File: src/rtl/req_arbiter.sv
// 8-way request arbiter: fixed-priority or round-robin with hold timeout.
// Registered one-hot grant, encoded id and valid flag.
module req_arbiter #(
  parameter int N_REQ    = 8,
  parameter int MAX_HOLD = 4,
  localparam int IW = $clog2(N_REQ),
  localparam int HW = $clog2(MAX_HOLD + 1)
) (
  input  logic             clk,
  input  logic             rst,
  input  logic             en,
  input  logic             mode,
  input  logic [N_REQ-1:0] req,
  output logic [N_REQ-1:0] gnt,
  output logic [IW-1:0]    gnt_id,
  output logic             v
);

  typedef enum logic {IDLE, GRANT} state_t;

  state_t           state;
  logic [HW-1:0]    hold_cnt;
  logic [IW-1:0]    last;

  logic [IW-1:0]    hi_win;
  logic [IW-1:0]    rr_win;
  logic [IW-1:0]    rr_oth;
  logic [IW-1:0]    any_win;
  logic [N_REQ-1:0] others;
  logic             owner_req;
  logic             timeout;

  // Round-robin pick: first set bit scanning down from `from`-1, wrapping.
  function automatic logic [IW-1:0] pick_rr(
    input logic [N_REQ-1:0] r,
    input logic [IW-1:0]    from
  );
    logic [IW-1:0] w;
    int            idx;
    w = '0;
    for (int k = N_REQ; k >= 1; k--) begin
      idx = (int'(from) + N_REQ - k) % N_REQ;
      if (r[idx]) w = IW'(idx);
    end
    return w;
  endfunction

  function automatic logic [N_REQ-1:0] onehot(
    input logic [IW-1:0] i
  );
    return {{(N_REQ-1){1'b0}}, 1'b1} << i;
  endfunction

  always_comb begin
    hi_win = '0;
    for (int i = 0; i < N_REQ; i++) begin
      if (req[i]) hi_win = IW'(i);
    end
  end

  assign others    = req & ~gnt;
  assign rr_win    = pick_rr(req, last);
  assign rr_oth    = pick_rr(others, last);
  assign any_win   = mode ? rr_win : hi_win;
  assign owner_req = req[gnt_id];
  assign timeout   = mode && (hold_cnt == HW'(MAX_HOLD))
                     && (|others);

  always_ff @(posedge clk or posedge rst) begin
    if (rst) begin
      state    <= IDLE;
      gnt      <= '0;
      gnt_id   <= '0;
      v        <= 1'b0;
      hold_cnt <= '0;
      last     <= '0;
    end else begin
      unique case (state)
        IDLE: begin
          if (en && (|req)) begin
            state    <= GRANT;
            gnt      <= onehot(any_win);
            gnt_id   <= any_win;
            v        <= 1'b1;
            hold_cnt <= HW'(1);
            last     <= any_win;
          end
        end
        GRANT: begin
          if (!en) begin
            state    <= IDLE;
            gnt      <= '0;
            v        <= 1'b0;
            hold_cnt <= '0;
          end else if (!owner_req) begin
            if (|req) begin
              gnt      <= onehot(any_win);
              gnt_id   <= any_win;
              hold_cnt <= HW'(1);
              last     <= any_win;
            end else begin
              state    <= IDLE;
              gnt      <= '0;
              v        <= 1'b0;
              hold_cnt <= '0;
            end
          end else if (timeout) begin
            gnt      <= onehot(rr_oth);
            gnt_id   <= rr_oth;
            hold_cnt <= HW'(1);
            last     <= rr_oth;
          end else if (hold_cnt != HW'(MAX_HOLD)) begin
            hold_cnt <= hold_cnt + HW'(1);
          end
        end
        default: state <= IDLE;
      endcase
    end
  end

endmodule

File: config.mk
export PLATFORM = sky130hd
export DESIGN_NAME = req_arbiter
export DESIGN_NICKNAME = d
export VERILOG_FILES = /design/src/rtl/req_arbiter.sv
export SDC_FILE = /design/constraint.sdc
export NUM_CORES = 1
export LEC_CHECK = 0
export CAP_MARGIN = 0
export CORE_UTILIZATION = 54
export CTS_CLUSTER_DIAMETER = 60
export DETAILED_ROUTE_END_ITERATION = 16
export DONT_BUFFER_PORTS = 1
export GPL_TIMING_DRIVEN = 0
export PLACE_DENSITY = 0.81
export SYNTH_ARGS = -nofsm -noshare
export SYNTH_HDL_FRONTEND = slang
export SYNTH_SLANG_ARGS = --single-unit
File: constraint.sdc
create_clock -name clk -period 6.3 [get_ports clk]
set_clock_uncertainty 0.15 [all_clocks]
set_input_delay 0.63 -clock clk [delete_from_list [all_inputs] [get_ports clk]]
set_output_delay 0.63 -clock clk [all_outputs]
set_load 0.01 [all_outputs]
==> flow_summary.yaml <==
synthesis:
  postSynthAreaPerCell_um2: 8.78
  synth.top_cell.area_share_pct: 19.4
  yosysTopAreaCell: "mux4_2"
  syn_inst: 344
  synth_area_leaders: "mux4_2, dfrtp_1, mux2i_1"
  ys_seq_area_share_pct: 13.3
  synth_area_um2: 3020
  yosysWarnings: 0
  syn_nets: 360
  ys_types: 75
  async_flop_share_pct: 100
  yosys_most_used_dff: "dfrtp_1"
  synth-seq-cells: 16
  synth_edf_count: 0
clocking:
  clock_sinks: 16
  cts-root-buf: "clkbuf_8"
  cts.reportedPaths.clkPinSlew_ps: 60
  clockBufferDepth: 2
  insertion_delay_ps: 250
  postCtsHoldBufs: 0
  cts_buffers: 3
  cts_resized: 0
  htree_levels: 1
  postCtsSetupBuffers: 0
  cts_tree: "built"
final_layout:
  layout-drive-gt1-share_pct: 20.7
  design_area_um2: 3150
  diodes: 0
  stdcell_count: 417
  syn2layout_area_growth_pct: 4.27
  fill_cells: 443
  nets: 365
drt:
  wl_per_cell_um: 22.0
  drt_iter0_markers: 473
  drt-total-wl_um: 9180
  via_count: 3099
  drc_errors: 0
  routed_via_density: 7.43
  drtPass1Iterations: 8
  ant_nets: 0
run:
  max_cap_violations: 0
grt:
  antenna_found_initial: 0
  gr-total-overflow: 0
  grt_pass1_vias: 2930
  grt_pass1_wl_um: 14900
  grt_use_total_pct: 31.9
  use_met1_pct: 42.7
  grt_max_degree: 17
  met3_usage_pct: 7.50
  busiest_layer: "met2"
  grt_use_met2_pct: 50.5
worst_setup_path:
  cp.arrival_ps: 4020
  path_common_cell: "buf_2"
  path_max_fanout: 10
  crit_start: "last[1]"
  critPathBufInv: 4
  end_kind: "flip-flop"
  r2r_start: "last[1]"
  critPathLaunchType: "flip-flop"
  crit_type: "flip-flop to flip-flop"
  required_ps: 6280
  crit_chain: "buf_2 -> inv_2 -> ha_1 -> buf_4 -> buf_2 -> mux2_2 -> mux4_2 -> a21oi_1 -> nor2_1 -> o31ai_1 -> nand2_1 -> a311oi_2 -> o22ai_1"
  critPathMaxStageDelay_ps: 540
  crit_family: "multiplexers"
  cp_slowest_cell: "mux4_2"
sta:
  rsz0062_at_grt: "no"
  worst_slew_pin_slew_ps: 672
  fin_tns_setup_ps: 0
  min_period_ps: 4040
  max_freq_mhz: 247
  slew_viol_final: 0
  setup_viol: 0
  slew_headroom_pct: 55.1
  finalCritPeriodShare_pct: 64.1
  hold_viol_final: 0
min_path:
  hold_path.class: "input pin to asynchronous set/reset pin"
die:
  initial_core_util_pct: 57.6
  die_h_um: 76.8
  pin_count: 24
  core_area_um2: 5240
  die-area_um2: 5890
  dieWidth_um: 76.8
  std_cell_rows: 26
place:
  dpl_cell_area_um2: 3110
  port_buffers: 0
  placed_cells: 414
  gp_congestion: 1.03
  hpwlAfterDp_um: 6960
run_status:
  status: "complete, no violations"
==> sequential cells by signal, summed over array words and instances (netlist names) <==
name and count:
gnt 8, last 3, hold_cnt 3, v 1, state 1
==> area by class of cell <==
| cell class | instances | area [um2] | area share, % |
|---|---|---|---|
| Clock buffer | 3 | 41.3 | 1.31 |
| Multi-Input combinational cell | 285 | 2420 | 76.8 |
| Buffer | 28 | 145 | 4.61 |
| Tap cell | 70 | 87.6 | 2.78 |
| Inverter | 15 | 56.3 | 1.79 |
| Sequential cell | 16 | 400 | 12.7 |
==> cells by family after synthesis <==
group,after synthesis,share of synthesized area [%]
AO/OA/AOI/OAI,100,25.1
XOR/XNOR,5,1.95
adder cells (fa/ha/maj),5,1.99
buffers and inverters,43,6.67
AND/OR/NAND/NOR,117,20.5
multiplexers,58,30.5
flip-flops,16,13.3
==> stage by stage <==
| step | utilization (%) | setup slack (ps) | hold slack [ps] |
|---|---|---|---|
| floorplan | - | 2790 | 320 |
| global placement | 59.3 | 2400 | 336 |
| detailed placement | 59.3 | 2370 | 349 |
| CTS | 60.1 | 2330 | 198 |
| global route | 60.1 | 2000 | 252 |
| finish | 60.1 | 2260 | 185 |
==> Yosys cell counts (3+ instances only) <==
library cell  number
o21ai_0           10
o211ai_1           3
or3_1              3
nand4_1            3
mux2_2             8
nand2b_1          10
inv_1             12
a21oi_1           20
o21ai_1            6
nor4_1             4
a21o_1             3
a31oi_1            9
nor2_1            25
buf_4              3
nor3_1             9
a221o_1            4
dfrtp_1           16
mux4_2            26
buf_2             10
nand3_1           10
nand3b_1           3
nor2b_1           12
o22ai_1            5
nand2_1           21
o31ai_1            3
ha_1               4
mux2i_1           23
clkbuf_1          12
nor3b_1            5
o21bai_1           3
==> routing by layer <==
metal	wire [um]	share of wire [%]
met1	3550	39
met2	4150	45
met3	1150	13
met4	322	3.5
met5	0	0
==> worst reg2reg max path, stage by stage (launching register included) <==
cell and delay (ps):
dfrtp_1 470, buf_2 330, inv_2 160, ha_1 300, buf_4 150, buf_2 270
mux2_2 380, mux4_2 540, a21oi_1 180, nor2_1 50, o31ai_1 280, nand2_1 230
a311oi_2 320, o22ai_1 120
==> worst paths after layout <==
check / to / slack, ps / depth (start not counted)
setup reg to reg: gnt[0] / 2260 / 13
hold reg to reg: hold_cnt[1] / 360 / 2
max in group asynchronous: gnt[3] / 5420 / 1
setup / recovery: gnt[0] / 2260 / 13
min in group clk: hold_cnt[1] / 360 / 2
hold / removal: gnt[0] / 180 / 1
==> layout by cell type (no fill, tap or decap), types with 10 or more instances in the layout <==
cell type	count
inv_1	12
nor2_1	25
nand2_1	21
o21ai_0	10
a21oi_1	20
nand3_1	10
mux2i_1	23
clkbuf_1	12
nor2b_1	12
buf_2	10
nand2b_1	10
dfrtp_1	16
mux4_2	26
Power is left out: the tool's default activity adds up to more than one toggle a clock period on the data nets, which glitch-free logic cannot reach.
